### src/rtl/ace_snoop_responder_pkg.sv
// ace_snoop_responder_pkg: snoop encodings, CRRESP bit indices, channel structs and response helpers
// shared by the ACE snoop responder.
package ace_snoop_responder_pkg;
  localparam int AxiAddrWidth    = 64;
  localparam int AxiDataWidth    = 64;
  localparam int DcacheLineWidth = 128;
  localparam int NoBeats         = DcacheLineWidth / AxiDataWidth;
  localparam int BeatWidth       = NoBeats > 1 ? $clog2(NoBeats) : 1;
  localparam int LineOffWidth    = $clog2(DcacheLineWidth / 8);

  localparam logic [3:0] SNP_READ_ONCE              = 4'b0000;
  localparam logic [3:0] SNP_READ_SHARED            = 4'b0001;
  localparam logic [3:0] SNP_READ_CLEAN             = 4'b0010;
  localparam logic [3:0] SNP_READ_NOT_SHARED_DIRTY  = 4'b0011;
  localparam logic [3:0] SNP_READ_UNIQUE            = 4'b0111;
  localparam logic [3:0] SNP_CLEAN_SHARED           = 4'b1000;
  localparam logic [3:0] SNP_CLEAN_INVALID          = 4'b1001;
  localparam logic [3:0] SNP_MAKE_INVALID           = 4'b1101;

  localparam int CR_DATA_TRANSFER = 0;
  localparam int CR_ERROR         = 1;
  localparam int CR_PASS_DIRTY    = 2;
  localparam int CR_IS_SHARED     = 3;
  localparam int CR_WAS_UNIQUE    = 4;

  typedef enum logic [1:0] {UPD_NONE, UPD_CLEAN, UPD_SHARE, UPD_INVAL} snp_upd_e;
  typedef enum logic [2:0] {ST_IDLE, ST_LOOKUP, ST_WAIT, ST_CR, ST_CD, ST_UPD} state_e;

  typedef struct packed {
    logic [AxiAddrWidth-1:0] addr;
    logic [3:0]              snoop;
  } ac_chan_t;

  typedef struct packed {
    ac_chan_t ac;
    logic     ac_valid;
    logic     cr_ready;
    logic     cd_ready;
  } snoop_req_t;

  typedef struct packed {
    logic [AxiDataWidth-1:0] data;
    logic                    last;
  } cd_chan_t;

  typedef struct packed {
    logic       ac_ready;
    logic       cr_valid;
    logic [4:0] cr_resp;
    logic       cd_valid;
    cd_chan_t   cd;
  } snoop_resp_t;

  function automatic logic snp_supported(input logic [3:0] s);
    return s inside {SNP_READ_ONCE, SNP_READ_SHARED, SNP_READ_CLEAN, SNP_READ_NOT_SHARED_DIRTY,
                     SNP_READ_UNIQUE, SNP_CLEAN_SHARED, SNP_CLEAN_INVALID, SNP_MAKE_INVALID};
  endfunction

  function automatic logic [4:0] snp_crresp(input logic [3:0] s, input logic hit, dirty, shared);
    logic [2:0] dt_is_pd;
    dt_is_pd = 3'b000;
    case (s)
      SNP_READ_ONCE:                                               dt_is_pd = 3'b110;
      SNP_READ_SHARED, SNP_READ_CLEAN, SNP_READ_NOT_SHARED_DIRTY:  dt_is_pd = {2'b11, dirty};
      SNP_READ_UNIQUE, SNP_CLEAN_INVALID:                          dt_is_pd = {2'b10, dirty};
      SNP_CLEAN_SHARED:                                            dt_is_pd = {dirty, 1'b1, dirty};
      default:                                                     dt_is_pd = 3'b000;
    endcase
    return hit ? {~shared, dt_is_pd[1], dt_is_pd[0], 1'b0, dt_is_pd[2]} : 5'b00000;
  endfunction

  function automatic snp_upd_e snp_updop(input logic [3:0] s, input logic hit);
    snp_upd_e op;
    op = UPD_NONE;
    case (s)
      SNP_READ_SHARED, SNP_READ_CLEAN, SNP_READ_NOT_SHARED_DIRTY: op = UPD_SHARE;
      SNP_READ_UNIQUE, SNP_CLEAN_INVALID, SNP_MAKE_INVALID:       op = UPD_INVAL;
      SNP_CLEAN_SHARED:                                           op = UPD_CLEAN;
      default:                                                    op = UPD_NONE;
    endcase
    return hit ? op : UPD_NONE;
  endfunction
endpackage

### src/rtl/ace_snoop_responder.sv
// ace_snoop_responder: cache-side ACE snoop responder (AC -> lookup -> CR -> CD burst -> line update).
// ACE_SNOOP_AC_PREFETCH_EN adds a 1-entry AC buffer so a snoop can be accepted while one is in flight.
module ace_snoop_responder
  import ace_snoop_responder_pkg::*;
(
  input  logic                        clk_i,
  input  logic                        rst_ni,
  input  snoop_req_t                  snoop_req_i,
  output snoop_resp_t                 snoop_resp_o,
  output logic                        lkp_valid_o,
  input  logic                        lkp_ready_i,
  output logic [AxiAddrWidth-1:0]     lkp_addr_o,
  input  logic                        lkp_rvalid_i,
  input  logic                        lkp_hit_i,
  input  logic                        lkp_dirty_i,
  input  logic                        lkp_shared_i,
  input  logic [DcacheLineWidth-1:0]  lkp_data_i,
  output logic                        upd_valid_o,
  input  logic                        upd_ready_i,
  output snp_upd_e                    upd_op_o
);
  state_e                              state_q;
  logic                                ac_ready_q, lkp_valid_q, cr_valid_q, cd_valid_q, upd_valid_q;
  logic [4:0]                          cr_resp_q;
  snp_upd_e                            op_q;
  logic [3:0]                          snoop_q;
  logic [AxiAddrWidth-1:LineOffWidth]  addr_q;
  logic [DcacheLineWidth-1:0]          line_q;
  logic [BeatWidth-1:0]                beat_q;
  ac_chan_t                            src;
  logic                                ac_hs, upd_done, take, have, start, ac_ready_d, cd_last;
  logic                                unused_addr_lo;

  assign ac_hs    = snoop_req_i.ac_valid & ac_ready_q;
  assign upd_done = (state_q == ST_UPD) & (upd_ready_i | (op_q == UPD_NONE));
  assign take     = (state_q == ST_IDLE) | upd_done;
  assign start    = take & have;
  assign cd_last  = beat_q == BeatWidth'(NoBeats - 1);
  assign unused_addr_lo = ^src.addr[LineOffWidth-1:0];

`ifdef ACE_SNOOP_AC_PREFETCH_EN
  ac_chan_t buf_q;
  logic     buf_full_q;
  assign src        = buf_full_q ? buf_q : snoop_req_i.ac;
  assign have       = buf_full_q | ac_hs;
  assign ac_ready_d = start | ~have;
  // A snoop arriving while nothing can start is parked; a waiting one starts without an IDLE cycle.
  always_ff @(posedge clk_i or negedge rst_ni)
    if (!rst_ni) begin
      buf_full_q <= 1'b0;
      buf_q      <= '0;
    end else begin
      buf_full_q <= ~start & have;
      if (ac_hs & ~start) buf_q <= snoop_req_i.ac;
    end
`else
  assign src        = snoop_req_i.ac;
  assign have       = ac_hs;
  assign ac_ready_d = take & ~start;
`endif

  always_ff @(posedge clk_i or negedge rst_ni)
    if (!rst_ni) begin
      state_q     <= ST_IDLE;
      ac_ready_q  <= 1'b0;
      lkp_valid_q <= 1'b0;
      cr_valid_q  <= 1'b0;
      cd_valid_q  <= 1'b0;
      upd_valid_q <= 1'b0;
      cr_resp_q   <= '0;
      op_q        <= UPD_NONE;
      snoop_q     <= '0;
      addr_q      <= '0;
      line_q      <= '0;
      beat_q      <= '0;
    end else begin
      ac_ready_q <= ac_ready_d;
      if (start) begin
        snoop_q     <= src.snoop;
        addr_q      <= src.addr[AxiAddrWidth-1:LineOffWidth];
        upd_valid_q <= 1'b0;
        if (snp_supported(src.snoop)) begin
          state_q     <= ST_LOOKUP;
          lkp_valid_q <= 1'b1;
        end else begin
          state_q    <= ST_CR;
          cr_valid_q <= 1'b1;
          cr_resp_q  <= 5'(1 << CR_ERROR);
          op_q       <= UPD_NONE;
        end
      end else begin
        case (state_q)
          ST_LOOKUP: if (lkp_ready_i) begin
            lkp_valid_q <= 1'b0;
            state_q     <= ST_WAIT;
          end
          ST_WAIT: if (lkp_rvalid_i) begin
            line_q     <= lkp_data_i;
            cr_resp_q  <= snp_crresp(snoop_q, lkp_hit_i, lkp_dirty_i, lkp_shared_i);
            op_q       <= snp_updop(snoop_q, lkp_hit_i);
            cr_valid_q <= 1'b1;
            state_q    <= ST_CR;
          end
          ST_CR: if (snoop_req_i.cr_ready) begin
            cr_valid_q  <= 1'b0;
            cd_valid_q  <= cr_resp_q[CR_DATA_TRANSFER];
            upd_valid_q <= ~cr_resp_q[CR_DATA_TRANSFER] & (op_q != UPD_NONE);
            state_q     <= cr_resp_q[CR_DATA_TRANSFER] ? ST_CD : ST_UPD;
          end
          ST_CD: if (snoop_req_i.cd_ready) begin
            beat_q      <= cd_last ? '0 : beat_q + 1'b1;
            cd_valid_q  <= ~cd_last;
            upd_valid_q <= cd_last & (op_q != UPD_NONE);
            state_q     <= cd_last ? ST_UPD : ST_CD;
          end
          ST_UPD: if (upd_done) begin
            upd_valid_q <= 1'b0;
            state_q     <= ST_IDLE;
          end
          default: ;
        endcase
      end
    end

  assign snoop_resp_o.ac_ready = ac_ready_q;
  assign snoop_resp_o.cr_valid = cr_valid_q;
  assign snoop_resp_o.cr_resp  = cr_resp_q;
  assign snoop_resp_o.cd_valid = cd_valid_q;
  assign snoop_resp_o.cd.data  = line_q[beat_q*AxiDataWidth +: AxiDataWidth];
  assign snoop_resp_o.cd.last  = cd_last;
  assign lkp_valid_o           = lkp_valid_q;
  assign lkp_addr_o            = {addr_q, LineOffWidth'(0)};
  assign upd_valid_o           = upd_valid_q;
  assign upd_op_o              = op_q;
endmodule

### config.mk
export PLATFORM = sky130hd
export DESIGN_NAME = ace_snoop_responder
export DESIGN_NICKNAME = d
export VERILOG_FILES = /design/src/rtl/ace_snoop_responder_pkg.sv /design/src/rtl/ace_snoop_responder.sv
export SDC_FILE = /design/constraint.sdc
export NUM_CORES = 1
export LEC_CHECK = 0
export ABC_AREA = 1
export CAP_MARGIN = 20
export CORE_MARGIN = 4
export CORE_UTILIZATION = 48
export DETAILED_ROUTE_END_ITERATION = 8
export PLACE_DENSITY = 0.86
export SYNTH_ARGS = -nofsm -noshare
export SYNTH_HDL_FRONTEND = slang
export SYNTH_SLANG_ARGS = --single-unit
### constraint.sdc
create_clock -name clk_i -period 3.9 [get_ports clk_i]
set_clock_uncertainty 0.05 [all_clocks]
set_input_delay 0.78 -clock clk_i [delete_from_list [all_inputs] [get_ports clk_i]]
set_output_delay 0.78 -clock clk_i [all_outputs]
set_load 0.01 [all_outputs]
==> results.sh <==
export IMPL_cellLeakagePower_uw=0.00685
export IMPL_whs_ns=0.270
export IMPL_cts_max_level=1
export IMPL_slowest_stage="clkdlybuf4s50_1"
export IMPL_hold_buffers=0
export IMPL_rows=49
export IMPL_clock_latency_ns=0.50
export IMPL_worst_path_stages=5
export IMPL_antenna_found_initial=1
export IMPL_ys_seq_area_share_pct=57.6
export IMPL_reg2reg_to="addr_q[33]"
export IMPL_grt_max_degree=130
export IMPL_worstPathRequired_ns=3.07
export IMPL_drv_cap=0
export IMPL_path_max_fanout=31
export IMPL_cp_end_kind="primary output"
export IMPL_finalSetupViolations=0
export IMPL_gp_congestion=0.848
export IMPL_synth_top_cell_by_area="dfrtp_1"
export IMPL_dpl_hpwl_um=18800
export IMPL_report_final_slew_viol_count=0
export IMPL_cts_buffers=23
export IMPL_ctsLongestPathBuffers=3
export IMPL_yosysWarnings=0
export IMPL_via_per_inst=4.94
export IMPL_post_route_util_pct=72.6
export IMPL_hold_viol_final=0
export IMPL_yosysTopAreaCellShare_pct=57.6
export IMPL_peakVddDrop_mv=0.522
export IMPL_wl_um=27100
export IMPL_powerDensity_mw_per_mm2=817
export IMPL_die_w_um=145
export IMPL_synth_seq_cells=208
export IMPL_maxSlewHeadroom_pct=44.7
export IMPL_cts_resized=0
export IMPL_r2r_start="state_q[1]"
export IMPL_first_global_vias=8646
export IMPL_die_area_sq_mm=0.0211
export IMPL_ant_nets=0
export IMPL_arrival_ns=2.44
export IMPL_synthTopCellsByArea="dfrtp_1 (58%), nand2_1 (34%), buf_4 (1.8%), buf_2 (1.2%), o21ai_0 (0.89%)"
export IMPL_rsz0062_at_grt="no"
export IMPL_r2r_slack_ns=1.78
export IMPL_syn_area_sq_mm=0.00904
export IMPL_syn_to_final_growth_pct=46.7
export IMPL_fmax_mhz=306
export IMPL_ios=348
export IMPL_synthCells=1165
export IMPL_critPathMaxStageDelay_ns=0.54
export IMPL_root_buffer="clkbuf_16"
export IMPL_avgRoutedWirePerCell_um=15.7
export IMPL_start_kind="register"
export IMPL_min_path_type="in -> async"
export IMPL_worst_setup_path_type="reg -> out"
export IMPL_core_sq_mm=0.0183
export IMPL_io_buffers=339
export IMPL_track_usage_pct=25.3
export IMPL_cts_tree="yes"
export IMPL_dieHeight_um=145
export IMPL_nets=1687
export IMPL_pre_cts_ws_ns=1.09
export IMPL_grt_pass1_wl_um=44200
export IMPL_via_count=8530
export IMPL_setup_tns_final_ns=0
export IMPL_reg2reg_depth=6
export IMPL_syn_area_per_cell_sq_um=7.76
export IMPL_worstPathCellList="inv_2 -> buf_4 -> nand2_1 -> nand2_1 -> clkdlybuf4s50_1"
export IMPL_drive_gt1_share_pct=4.21
export IMPL_post_route_min_period_ns=3.27
export IMPL_crit_path_frequent_cell="nand2_1"
export IMPL_tightest_slew_ns=0.830
export IMPL_first_iter_violations=608
export IMPL_setup_slack_ns=0.632
export IMPL_clkSinkCount=208
export IMPL_dr_pass1_iters=5
export IMPL_post_synth_num_cell_types=24
export IMPL_postCtsSetupRepairBufs=0
export IMPL_drcViolationCount=0
export IMPL_path_buf_inv=3
export IMPL_path_delay_family="buffers and inverters"
export IMPL_clk_pin_slew_ns=0.06
export IMPL_overflow=0
export IMPL_initial_core_util_pct=49.5
export IMPL_nFillCells=1356
export IMPL_status="finished clean"
export IMPL_finalCritPeriodShare_pct=83.8
kinds of logic (layout without fill, tap and decap cells):
logic type	after synthesis	count (layout)	share of synthesized area (%)
and+or+nand+nor	846	846	35.6
other	1	5	0.0415
xor gates and xnor gates	1	1	0.0969
buffers and inverters	85	414	5.16
AOI/OAI and AO/OA	24	24	1.56
DFF	208	208	57.6
final cells by class:
cell class                      instances  area [sq um]  share of cell area (%)
Inverter                               22          85.1                   0.641
Antenna cell                            1          2.50                  0.0189
Multi-Input combinational cell        875          3390                    25.6
Clock buffer                           30           632                    4.76
Tap cell                              229           287                    2.16
Sequential cell                       208          5210                    39.2
Timing Repair Buffer                  350          3520                    26.5
Clock inverter                         12           146                    1.10
cell usage in the layout, fill, tap and decap left out, drive strengths merged:
master           n
nor2            15
buf             11
o21bai           1
clkinvlp         3
dfrtp          208
a21oi            3
nand4            3
diode            1
o211ai           3
nand3b           1
nand2          813
conb             4
clkdlybuf4s50  338
nand3           13
o21ai           17
inv             23
and2             1
clkbuf          31
clkinv           5
bufinv           3
xor2             1
flip-flops by register name (all words and copies together), names as in the netlist, 2 cells and up:
| name | count |
|---|---|
| line_q | 128 |
| addr_q | 60 |
| cr_resp_q | 5 |
| snoop_q | 4 |
| state_q | 3 |
| upd_op_o | 2 |
layer usage:
layer	global-route usage (%)	wire, um
met1	31.1	10400
met2	43.4	13300
met3	7.14	2550
met4	7.79	822
met5	0	0
stage by stage:
step,total power [uW],cells,cell area (sq um)
after global placement,8490,1684,12500
final,10800,1727,13300
after floorplan,6170,1168,9050
after global routing,11600,1727,13300
after detailed placement,8650,1684,12500
after CTS,10900,1726,13300
synth_stat cells:
library cell and number:
o21ai_0 16, inv_2 5, nand2_2 3, buf_1 4, nand3_2 1, buf_4 22, nand2_1 810, o21bai_1 1
dfrtp_1 208, nand3b_1 1, xor2_1 1, a21oi_1 2, inv_1 17, buf_2 22, nand4_1 3, and2_1 1
o21ai_1 1, conb_1 1, a21oi_4 1, clkbuf_1 10, o211ai_1 3, nor2_1 15, nand3_1 12, buf_6 5
worst register-to-register path: stages (launching register included):
cell and delay (ns):
dfrtp_1 0.46, nor2_1 0.17, nand2_1 0.17, a21oi_4 0.68
buf_4 0.37, nand2_1 0.10, nand2_1 0.06
report_power, final:
group | switching (uW) | internal (uW)
combinational | 2510 | 2320
sequential | 596 | 3200
clock | 869 | 1340
worst max-delay path by stage:
stage / from / to
floorplan: beat_q / snoop_resp_o[10]
global placement: beat_q / snoop_resp_o[40]
detailed placement: upd_ready_i / addr_q[37]
CTS: beat_q / snoop_resp_o[10]
global route: beat_q / snoop_resp_o[36]
finish: beat_q / snoop_resp_o[10]
Power figures use the tool's default switching activity.
